File: src/rtl/cpu_garage_ram_arbiter.sv
// Round-robin arbiter sharing the single cpu_garage data-RAM port among NUM_REQ cores.
// The winning command is registered onto the RAM port; read data returns two cycles after the request.
module cpu_garage_ram_arbiter #(
    parameter int unsigned NUM_REQ = 4,
    parameter int unsigned ADDR_W  = 15,
    parameter int unsigned DATA_W  = 16,
    parameter int unsigned CNT_W   = 16
) (
    input  logic                      Clk,
    input  logic                      Reset,
    input  logic [NUM_REQ-1:0]        req,
    input  logic [NUM_REQ-1:0]        req_we,
    input  logic [NUM_REQ*ADDR_W-1:0] req_addr,
    input  logic [NUM_REQ*DATA_W-1:0] req_wdata,
    output logic [NUM_REQ-1:0]        gnt,
    output logic [NUM_REQ-1:0]        rvalid,
    output logic [DATA_W-1:0]         rdata,
    output logic                      ram_we,
    output logic [ADDR_W-1:0]         ram_address,
    output logic [DATA_W-1:0]         ram_wdata,
    input  logic [DATA_W-1:0]         ram_rdata,
    output logic [CNT_W-1:0]          grant_cnt
);

    localparam int unsigned      PTR_W   = (NUM_REQ > 1) ? $clog2(NUM_REQ) : 1;
    localparam logic [PTR_W-1:0] PTR_RST = PTR_W'(NUM_REQ - 1);

    logic [PTR_W-1:0]   rr_ptr;
    logic [NUM_REQ-1:0] elig;
    logic               win_found;
    logic [PTR_W-1:0]   win_idx;
    logic               win_we;
    logic [ADDR_W-1:0]  win_addr;
    logic [DATA_W-1:0]  win_wdata;
    int unsigned        scan_idx;

    // A core holding gnt this cycle is masked so it cannot be issued twice back-to-back.
    assign elig  = req & ~gnt;
    assign rdata = ram_rdata;

    always_comb begin
        win_found = 1'b0;
        win_idx   = '0;
        scan_idx  = 0;
        for (int unsigned off = 1; off <= NUM_REQ; off++) begin
            scan_idx = (32'(rr_ptr) + off) % NUM_REQ;
            if (!win_found && elig[PTR_W'(scan_idx)]) begin
                win_found = 1'b1;
                win_idx   = PTR_W'(scan_idx);
            end
        end
    end

    always_comb begin
        win_we    = 1'b0;
        win_addr  = '0;
        win_wdata = '0;
        for (int unsigned i = 0; i < NUM_REQ; i++) begin
            if (32'(win_idx) == i) begin
                win_we    = req_we[i];
                win_addr  = req_addr[i*ADDR_W +: ADDR_W];
                win_wdata = req_wdata[i*DATA_W +: DATA_W];
            end
        end
    end

    always_ff @(posedge Clk or negedge Reset) begin
        if (!Reset) begin
            gnt         <= '0;
            rvalid      <= '0;
            ram_we      <= 1'b0;
            ram_address <= '0;
            ram_wdata   <= '0;
            grant_cnt   <= '0;
            rr_ptr      <= PTR_RST;
        end else begin
            // The read command on the port this cycle has its data back next cycle.
            rvalid <= gnt & {NUM_REQ{~ram_we}};
            if (win_found) begin
                gnt         <= NUM_REQ'(1) << win_idx;
                ram_we      <= win_we;
                ram_address <= win_addr;
                ram_wdata   <= win_wdata;
                rr_ptr      <= win_idx;
                grant_cnt   <= grant_cnt + 1'b1;
            end else begin
                gnt    <= '0;
                ram_we <= 1'b0;
            end
        end
    end

endmodule
File: config.mk
export PLATFORM = sky130hd
export DESIGN_NAME = cpu_garage_ram_arbiter
export DESIGN_NICKNAME = d
export VERILOG_FILES = /design/src/rtl/cpu_garage_ram_arbiter.sv
export SDC_FILE = /design/constraint.sdc
export NUM_CORES = 1
export LEC_CHECK = 0
export BUFFER_PORTS_ARGS = -buffer_cell sky130_fd_sc_hd__buf_4
export CAP_MARGIN = 10
export CORE_ASPECT_RATIO = 1.5
export CORE_MARGIN = 5
export CORE_UTILIZATION = 45
export CTS_CLUSTER_SIZE = 16
export DETAILED_ROUTE_END_ITERATION = 10
export HOLD_SLACK_MARGIN = 0.03
export PLACE_DENSITY = 0.94
export SLEW_MARGIN = 20
export SYNTH_ARGS = -nofsm -noshare
export SYNTH_HDL_FRONTEND = slang
export SYNTH_SLANG_ARGS = --single-unit
File: constraint.sdc
create_clock -name Clk -period 3.7 [get_ports Clk]
set_clock_uncertainty 0.2 [all_clocks]
set_input_delay 0.185 -clock Clk [delete_from_list [all_inputs] [get_ports Clk]]
set_output_delay 0.185 -clock Clk [all_outputs]
set_load 0.01 [all_outputs]
==> insert_results.sql <==
INSERT INTO impl_metrics (metric_group, metric, value, unit) VALUES
('run_status', 'outcome', 'finished, violations left', ''),
('run_status', 'failed_checks', 'negative hold slack', ''),
('global_route', 'global_route.usage.total', '0.318', ''),
('setup_path', 'crit_start', 'rr_ptr[1]', ''),
('setup_path', 'r2r_cells', '7', ''),
('synth', 'synth-async-reset-ratio', '1.00', ''),
('setup_path', 'setup.worst_path.end_class', 'flip-flop', ''),
('sta', 'final-hold-violation-count', '1', ''),
('pwr', 'total_leakage_power', '2.73', 'nW'),
('detailed_routing', 'drt_drc_violations_left', '0', ''),
('synth', 'seq_area_frac_synth', '0.456', ''),
('setup_path', 'crit_path_max_delay_family', 'buffers and inverters', ''),
('sta', 'setup_viol', '0', ''),
('clock_tree', 'cts.clk_slew.worst_paths', '0.07', 'ns'),
('detailed_routing', 'wl_per_cell', '21.9', 'um'),
('detailed_routing', 'final_wirelength', '14100', 'um'),
('global_route', 'overflow', '0', ''),
('finish', 'num-nets-final', '714', ''),
('sta', 'setup_tns_after_final_layout', '0', 'ns'),
('setup_path', 'timing.critical_path.slowest_cell_delay', '0.61', 'ns'),
('synth', 'synth_edf_count', '0', ''),
('die', 'initial_utilization', '0.462', ''),
('sta', 'finalCritPeriodShare', '0.970', ''),
('sta', 'highest_achievable_clock_rate', '279', 'MHz'),
('synth', 'postSynthNetCount', '451', ''),
('place', 'hpwl', '7940', 'um'),
('detailed_routing', 'dr.first_iter.drc_count', '257', ''),
('clock_tree', 'tritoncts', 'done', ''),
('synth', 'mappedNetlistArea', '3190', 'um2'),
('finish', 'area_growth', '76.9', '%'),
('setup_path', 'critPathCapture', 'ram_address[11]', ''),
('finish', 'mostFrequentLayoutCells', '193 x buf_4, 93 x dlygate4sd3_1, 56 x dfrtp_1, 48 x mux2i_1, 41 x nand2_1', ''),
('clock_tree', 'clock_tree.htree_level_count', '3', ''),
('global_route', 'first_global_vias', '4169', ''),
('finish', 'final_area', '5640', 'um2'),
('die', 'floorplan.die.height', '113', 'um'),
('die', 'die-area', '8900', 'um2'),
('setup_path', 'path_depth', '7', ''),
('setup_path', 'critPathBufInv', '2', ''),
('setup_path', 'crit_reg_reg_startpoint', 'rr_ptr[1]', ''),
('sta', 'hold_slack_final', '-0.00309', 'ns'),
('clock_tree', 'cts_inserted_buffers', '9', ''),
('clock_tree', 'cts_buffer_depth', '2', ''),
('setup_path', 'crit_required', '3.73', 'ns'),
('global_route', 'grt_first_pass_wirelength', '21300', 'um'),
('setup_path', 'timing.critical_path.slowest_stage_cell', 'dlygate4sd3_1', ''),
('setup_path', 'chain_of_cells_forming_the_critical_path', 'and4bb_1 -> a221o_1 -> and2_4 -> mux2i_1 -> dlygate4sd3_1 -> o221ai_1 -> dlygate4sd3_1', ''),
('finish', 'final-instance-count-excl-fill', '647', ''),
('die', 'core_area', '6900', 'um2'),
('die', 'row_count', '37', ''),
('pwr', 'peak_supply_drop', '0.414', 'mV'),
('synth', 'synth_cells', '300', ''),
('place', 'placed_area', '4510', 'um2'),
('setup_path', 'r2r_slack', '0.11', 'ns'),
('finish', 'layout.cells.most_common', 'buf_4', ''),
('place', 'placement.io_buffers', '189', ''),
('flow_run', 'cap_violations', '0', ''),
('place', 'placer_s_final_routability_congestion_estimate', '0.920', ''),
('setup_path', 'worst_path_most_repeated_cell', 'dlygate4sd3_1', ''),
('setup_path', 'cp_max_fo', '34', ''),
('setup_path', 'timing.critical_path.from_type', 'flip-flop', ''),
('synth', 'postSynthRegisterBits', '58', ''),
('sta', 'finalMaxSlewViolations', '0', ''),
('global_route', 'grt_max_degree', '69', ''),
('detailed_routing', 'drt-pass1-iter-count', '5', ''),
('global_route', 'grt_antenna_before_repair', '0', ''),
('place', 'place_inst', '535', ''),
('die', 'floorplan.io_pins', '222', ''),
('finish', 'finish.utilization', '0.817', ''),
('synth', 'post_syn_area_per_cell', '10.6', 'um2'),
('clock_tree', 'cts_root_buffer', 'clkbuf_8', '');
cells by family (layout without fill, tap and decap cells):
logic type,count (synthesis),after routing,synth area share
multiplexers,48,48,0.151
AO/OA/AOI/OAI,56,56,0.143
adder cells (fa/ha/maj),1,1,0.00393
other,0,1,0
buffers and inverters,38,305,0.0742
XOR/XNOR,15,15,0.0412
flip-flops,58,58,0.456
AND/OR/NAND/NOR,84,85,0.130
cells in the mapped netlist (4+ instances only):
| cell type | number | area [um2] |
|---|---|---|
| nand4_1 | 5 | 31.3 |
| a211oi_1 | 4 | 30.0 |
| mux2i_1 | 48 | 480 |
| nor2b_1 | 9 | 56.3 |
| buf_4 | 16 | 120 |
| xor2_1 | 5 | 43.8 |
| nand3_1 | 4 | 20.0 |
| dfrtp_1 | 56 | 1400 |
| nand2_1 | 41 | 154 |
| nor2_1 | 8 | 30.0 |
| clkbuf_1 | 8 | 30.0 |
| o221ai_1 | 29 | 254 |
| buf_2 | 9 | 45.0 |
| a22oi_1 | 14 | 105 |
| xnor2_1 | 10 | 87.6 |
| nand2b_1 | 5 | 31.3 |
worst min-delay path by stage:
stage	from	endpoint	slack [ns]	cells past startpoint
final	req_wdata[62]	ram_wdata[14]	-0.003	3
after global routing	req_wdata[62]	ram_wdata[14]	0.03	3
after CTS	req_wdata[46]	ram_wdata[14]	0.03	3
after detailed placement	Reset	rvalid[1]	0.1	1
after global placement	Reset	rvalid[1]	0.09	1
after floorplan	Reset	gnt[0]	-0.31	0
report_power, final:
| part | internal (W) | switching, W | leakage [nW] | total, W |
|---|---|---|---|---|
| clock | 0.000282 | 0.000247 | 0.0850 | 0.000529 |
| sequential | 0.000925 | 0.000234 | 0.714 | 0.00116 |
| combinational | 0.00137 | 0.00116 | 1.93 | 0.00253 |
registers in the layout, summed over array words and instances, names as in the netlist:
| signal | cells |
|---|---|
| rr_ptr | 2 |
| grant_cnt | 16 |
| ram_wdata | 16 |
| rvalid | 4 |
| gnt | 4 |
| ram_address | 15 |
| ram_we | 1 |
through the flow:
| step | setup WS, ns | total power (W) |
|---|---|---|
| after floorplan | 1.51 | 0.00225 |
| after global placement | 1.14 | 0.00292 |
| after detailed placement | 1.07 | 0.00301 |
| after CTS | 0.0281 | 0.00406 |
| after global routing | 0.0126 | 0.00444 |
| final | 0.111 | 0.00422 |
layer usage:
layer  vias up  wire [um]  share of wire  track usage
met5         -          0              0            0
met4         0       1100          0.078        0.245
met3        90       1200          0.085       0.0884
met2       296       7430           0.53        0.564
met1      1787       4400           0.31        0.302
li1       1618          -              -            -
repair_timing:
item / in CTS / in global routing
hold buffers: 93 / 1
endpoints found under the setup margin: 0 / 29
hold endpoints to repair: 88 / 1
resized for setup: 0 / 2
setup buffers: 0 / 0
worst register-to-register path, cell delays in order, from the launching register on:
cell           delay (ns)
dfstp_2              0.59
and4bb_1             0.26
a221o_1              0.22
and2_4               0.57
mux2i_1              0.33
dlygate4sd3_1        0.61
o221ai_1             0.11
dlygate4sd3_1        0.60
layout make-up:
type / count / area, um2
Sequential cell: 58 / 1450
Timing Repair Buffer: 287 / 2390
Tap cell: 78 / 97.6
Multi-Input combinational cell: 205 / 1510
Antenna cell: 1 / 2.50
Inverter: 2 / 7.51
Fill cell: 376 / 1260
Clock buffer: 16 / 170
Note: power is estimated with default switching activity, not from simulation.
